[src/rtl/pc_fetch_ctrl.sv]
// pc_fetch_ctrl: owns the architectural PC, fetches from instruction memory
// with a req/ack handshake and hands each word to decode via valid/stall.
// Halts (sticky error) on a misaligned next PC or a fetch that is never acked.
module pc_fetch_ctrl #(
    parameter logic [31:0] RESET_PC = 32'h0000_0000,
    parameter int unsigned TIMEOUT  = 16
) (
    input  logic        clk,
    input  logic        rst,
    input  logic [31:0] npc,
    output logic [31:0] pc,
    output logic        imem_req,
    output logic [31:0] imem_addr,
    input  logic        imem_ack,
    input  logic [31:0] imem_rdata,
    output logic [31:0] instr,
    output logic        instr_valid,
    input  logic        stall,
    output logic [31:0] fetch_cnt,
    output logic        misalign_err,
    output logic        timeout_err
);

    localparam int unsigned XLEN   = 32;
    localparam int unsigned WAIT_W = 8;
    localparam logic [WAIT_W-1:0] WAIT_LAST = WAIT_W'(TIMEOUT - 1);

    typedef enum logic [1:0] {
        S_IDLE,
        S_FETCH,
        S_ISSUE,
        S_HALT
    } state_t;

    state_t            state;
    state_t            state_nx;
    logic [XLEN-1:0]   pc_nx;
    logic [XLEN-1:0]   instr_nx;
    logic [XLEN-1:0]   cnt_nx;
    logic              valid_nx;
    logic              req_nx;
    logic              mis_nx;
    logic              to_nx;
    logic [WAIT_W-1:0] wait_q;
    logic [WAIT_W-1:0] wait_nx;

    // The fetch address is always the PC of the instruction in flight.
    assign imem_addr = pc;

    // State register.
    always_ff @(posedge clk or posedge rst) begin
        if (rst) begin
            state <= S_IDLE;
        end else begin
            state <= state_nx;
        end
    end

    // Next-state and next-value logic; every register holds unless a branch below updates it.
    always_comb begin
        state_nx = state;
        pc_nx    = pc;
        instr_nx = instr;
        cnt_nx   = fetch_cnt;
        valid_nx = instr_valid;
        mis_nx   = misalign_err;
        to_nx    = timeout_err;
        wait_nx  = wait_q;

        unique case (state)
            S_IDLE: begin
                state_nx = S_FETCH;
            end

            S_FETCH: begin
                // An ack in the last allowed request cycle still completes the fetch.
                if (imem_ack) begin
                    instr_nx = imem_rdata;
                    valid_nx = 1'b1;
                    wait_nx  = '0;
                    state_nx = S_ISSUE;
                end else if (wait_q == WAIT_LAST) begin
                    to_nx    = 1'b1;
                    wait_nx  = '0;
                    state_nx = S_HALT;
                end else begin
                    wait_nx = wait_q + WAIT_W'(1);
                end
            end

            S_ISSUE: begin
                // PC takes npc even when misaligned so the faulting target is visible.
                if (!stall) begin
                    pc_nx    = npc;
                    cnt_nx   = fetch_cnt + XLEN'(1);
                    valid_nx = 1'b0;
                    if (npc[1:0] == 2'b00) begin
                        state_nx = S_FETCH;
                    end else begin
                        mis_nx   = 1'b1;
                        state_nx = S_HALT;
                    end
                end
            end

            S_HALT: begin
                valid_nx = 1'b0;
            end

            default: begin
                state_nx = S_HALT;
            end
        endcase

        req_nx = (state_nx == S_FETCH);
    end

    // Datapath and output registers.
    always_ff @(posedge clk or posedge rst) begin
        if (rst) begin
            pc           <= RESET_PC;
            instr        <= '0;
            instr_valid  <= 1'b0;
            fetch_cnt    <= '0;
            misalign_err <= 1'b0;
            timeout_err  <= 1'b0;
            wait_q       <= '0;
            imem_req     <= 1'b0;
        end else begin
            pc           <= pc_nx;
            instr        <= instr_nx;
            instr_valid  <= valid_nx;
            fetch_cnt    <= cnt_nx;
            misalign_err <= mis_nx;
            timeout_err  <= to_nx;
            wait_q       <= wait_nx;
            imem_req     <= req_nx;
        end
    end

endmodule

[config.mk]
export PLATFORM = sky130hd
export DESIGN_NAME = pc_fetch_ctrl
export DESIGN_NICKNAME = d
export VERILOG_FILES = /design/src/rtl/pc_fetch_ctrl.sv
export SDC_FILE = /design/constraint.sdc
export NUM_CORES = 1
export LEC_CHECK = 0
export CORE_UTILIZATION = 25
export DETAILED_ROUTE_END_ITERATION = 16
export PLACE_DENSITY_LB_ADDON = 0.15
export SLEW_MARGIN = 5
export SYNTH_ARGS = -nofsm -noshare
export SYNTH_HDL_FRONTEND = slang
export SYNTH_SLANG_ARGS = --single-unit
[constraint.sdc]
create_clock -name clk -period 3.7 [get_ports clk]
set_input_delay 0.925 -clock clk [delete_from_list [all_inputs] [get_ports clk]]
set_output_delay 0.925 -clock clk [all_outputs]
set_load 0.01 [all_outputs]
* Yosys cells after proc, flatten, opt, wreduce, memory -nomap -nowiden
Cells that the tools add are included.
** Word-level totals
- Flip-flop bits (word level) :: 110
- Input port bits :: 68
- Output and inout bits :: 132
- Logic and storage cells :: 39
** Cells by class
- $add $sub $neg :: 2
- Equality and inequality tests :: 7
- Mux-type cells :: 10
- Bitwise operators :: 3
- Reductions and logical operators :: 8
** Operators with widths (number)
- $add 32x1->32 const B :: 1
- $mux 8 :: 2
- $reduce_and 3->1 :: 3
- $add 8x1->8 const B :: 1
- $eq 8x4->1 const B :: 1
- $mux 2 :: 4
- $pmux 2 s3 :: 1
- $eq 2x1->1 const B :: 2
- $eq 2x2->1 const B :: 2
- $logic_not 2->1 :: 2
- $ne 2x2->1 const B :: 2
- $reduce_and 2->1 :: 2
- $not 1->1 :: 3
- $pmux 1 s3 :: 1
- $reduce_bool 3->1 :: 1
- $mux 1 :: 2

* Logic depth before layout (Yosys ltp)
- Depth after elaboration :: 5
- Gate-level depth with buffers :: 6
- Gate-level depth less buffers :: 5

* Worst setup path after synthesis
OpenSTA, ideal clock, no wires.
- Kind :: input to register
- Start point :: in stall
- End point :: reg fetch_cnt[30]
- Library setup time :: 0.079 ns
- Arrival time :: 2.056 ns
- Data required time :: 3.621 ns
- Setup slack :: 1.565 ns
- Stages :: 5
- Buffers on the path :: 1
- Cells stage by stage :: nand4bb_4 or3_1 buf_2 nor4_4 xor2_1
** Between the ends
- Longest elaborated chain between the ends :: 2
** RTL lines
- from (decl) :: line 18 : input logic stall,
- $not 1->1 (no source line)
- $reduce_and 2->1 (no source line)
- to (signal assigned) :: line 133 : fetch_cnt <= cnt_nx;
- to (decl) :: line 19 : output logic [31:0] fetch_cnt,
Every way passes these cells.
A chain may end at the register's enable or synchronous reset.

* Worst setup path in the final report
- Start point :: in stall
- End point :: reg fetch_cnt[9]
The elaborated chain is that of the path after synthesis.

==> results.sh <==
export IMPL_status="complete, no violations"
export IMPL_hold_violations=0
export IMPL_synth_cell_types=43
export IMPL_power_leakage_uw=0.003141
export IMPL_critPathLaunch="stall"
export IMPL_dp_cells=825
export IMPL_drt_initial_drc_count=97
export IMPL_vias_per_cell=4.289
export IMPL_max_slew_margin_pct=49.55
export IMPL_die_area_um2=19650
export IMPL_cts_made_buffers=9
export IMPL_io_pin_count=200
export IMPL_min_period_over_period_pct=66.41
export IMPL_ant_nets=0
export IMPL_start_kind="input port"
export IMPL_endpoint="fetch_cnt[9]"
export IMPL_firstDrtPassIters=5
export IMPL_layout_cells_non_filler=841
export IMPL_track_usage_pct=12.93
export IMPL_grt_max_degree=58
export IMPL_fmax_mhz=407.0
export IMPL_end_kind="flip-flop"
export IMPL_grt_pass1_vias=3746
export IMPL_fin_tns_setup_ps=0
export IMPL_clock_root_buffer="clkbuf_16"
export IMPL_clk_pin_slew_worst_paths_ps=80
export IMPL_async_reset_ff_share_pct=100.0
export IMPL_synth_nets=502
export IMPL_rsz0062_at_grt="false"
export IMPL_hpwl_mm=8.763
export IMPL_diodes=0
export IMPL_area_growth_pct=48.72
export IMPL_finalInstanceArea_um2=7101
export IMPL_vias=3607
export IMPL_cts_resized=0
export IMPL_rows=50
export IMPL_antenna_found_initial=0
export IMPL_die_height_um=140.2
export IMPL_r2r_cells=4
export IMPL_wl_per_cell_um=14.41
export IMPL_postSynthCellCount=432
export IMPL_cts_tree="yes"
export IMPL_core_um2=18710
export IMPL_synth_edf_count=0
export IMPL_ys_seq_area_share_pct=57.65
export IMPL_layout_commonest_cell="clkdlybuf4s50_1"
export IMPL_r2r_end="fetch_cnt[28]"
export IMPL_whs_path_depth=1
export IMPL_synth_area_per_cell_um2=11.05
export IMPL_finalSetupViolCount=0
export IMPL_critPathMaxFanout=4
export IMPL_die_w_um=140.2
export IMPL_rrSetupSlack_ps=1720
export IMPL_grt_pass1_wl_mm=19.91
export IMPL_min_period_ps=2457
export IMPL_cts_setup_buffers=0
export IMPL_start_util_pct=25.53
export IMPL_postCtsHoldBufs=0
export IMPL_synth_ff_type="dfrtp_1"
export IMPL_synthesis_area_um2=4775
export IMPL_dpl_cell_area_um2=6810
export IMPL_gp_congestion=0.6938
export IMPL_hold_path_class="flip-flop to flip-flop"
export IMPL_yosysWarningCount=0
export IMPL_fin_ws_ps=1243
export IMPL_tightest_slew_ps=756.8
export IMPL_worstSkewPairLatency_ps=350
export IMPL_cts_sinks=110
export IMPL_drive_gt1_share_pct=10.87
export IMPL_slew_violations=0
export IMPL_nets=672
export IMPL_cap_violations=0
export IMPL_drc=0
export IMPL_clock_tree_htree_level_count=3
export IMPL_final_cell_mix="clkdlybuf4s50_1 (199), nand2_1 (118), dfrtp_1 (110), mux2_2 (32), xnor2_1 (23)"
export IMPL_preCtsSetupSlack_ps=832.4
export IMPL_worstSetupPathType="input port to flip-flop"
export IMPL_portBuffers=199
export IMPL_reg2reg_from="fetch_cnt[4]"
export IMPL_ys_ff_latch=110
export IMPL_clock_path_buffers=2
export IMPL_holdWs_ps=469.2
export IMPL_cp_arrival_ps=2740
export IMPL_nFillCells=1854
export IMPL_irDropWorstVdd_mv=0.2676
export IMPL_overflow=0
export IMPL_fin_skew_ps=5.760
export IMPL_cp_required_ps=3980
export IMPL_wl_mm=12.12
export IMPL_p_per_area_nw_per_um2=558.1
sequential cells by signal (all words and copies together) (netlist names):
register / cells
fetch_cnt: 32
imem_addr: 32
imem_req: 1
instr: 32
instr_valid: 1
misalign_err: 1
state: 2
timeout_err: 1
wait_q: 8
cells by family after synthesis:
logic type / after synthesis / synth area share (%)
simple gates: 187 / 18.95
flops: 110 / 57.65
buf+inv: 53 / 6.970
xor+xnor: 35 / 6.420
mux: 33 / 7.757
compound gates: 12 / 1.730
fa+ha+maj: 2 / 0.5240
critical path: stages:
cell and delay [ps]:
clkdlybuf4s50_1 490, or3b_1 490, nor3_1 450, and3_1 240, xor2_1 150
per-stage QoR:
step | utilization (%) | power, uW
global route | 37.96 | 4182
global placement | 36.41 | 3014
floorplan | - | 2272
CTS | 37.96 | 4036
detailed placement | 36.41 | 3030
finish | 37.96 | 3963
final cells by class:
cell class	count	area (um2)	share of cell area, %
clock inverter	6	51.30	0.7225
sequential	110	2753	38.77
tap	234	292.8	4.123
clock buffer	10	239.0	3.366
multi-input combinational	269	1694	23.86
inverter	6	26.28	0.3700
timing repair buffer	206	2044	28.79
cells in the mapped netlist, types with 3 or more instances:
library cell  count  area share, %
and3_1            4           0.52
buf_2             5           0.52
buf_4            32            5.0
clkbuf_1          9           0.71
dfrtp_1         110             58
inv_1             6           0.47
mux2_2           32            7.5
nand2_1         118            9.3
nand3_1          11            1.2
nand4_1          13            1.7
nor2_1           10           0.79
nor3_1           10            1.0
o21ai_0           3           0.31
xnor2_1          23            4.2
xor2_1           12            2.2
per-layer routing:
| metal | track usage [%] | vias to the layer above | wire [um] |
|---|---|---|---|
| li1 | - | 1734 | - |
| met1 | 15.47 | 1769 | 5127 |
| met2 | 22.71 | 96 | 6307 |
| met3 | 3.453 | 8 | 547 |
| met4 | 3.644 | 0 | 133 |
| met5 | 0 | - | 0 |
power breakdown:
part | internal [uW] | switching (uW) | total [uW]
sequential | 1470 | 199 | 1670
combinational | 834 | 482 | 1320
clock | 489 | 488 | 977
worst min path at each step:
stage                        from             to  slack (ps)
CTS                 fetch_cnt[31]  fetch_cnt[31]         480
global route        fetch_cnt[31]  fetch_cnt[31]         500
global placement      timeout_err    timeout_err         460
floorplan               wait_q[1]      wait_q[1]         470
detailed placement  fetch_cnt[31]  fetch_cnt[31]         460
finish              fetch_cnt[31]  fetch_cnt[31]         470
No activity file was read; power rests on OpenSTA's default activity.
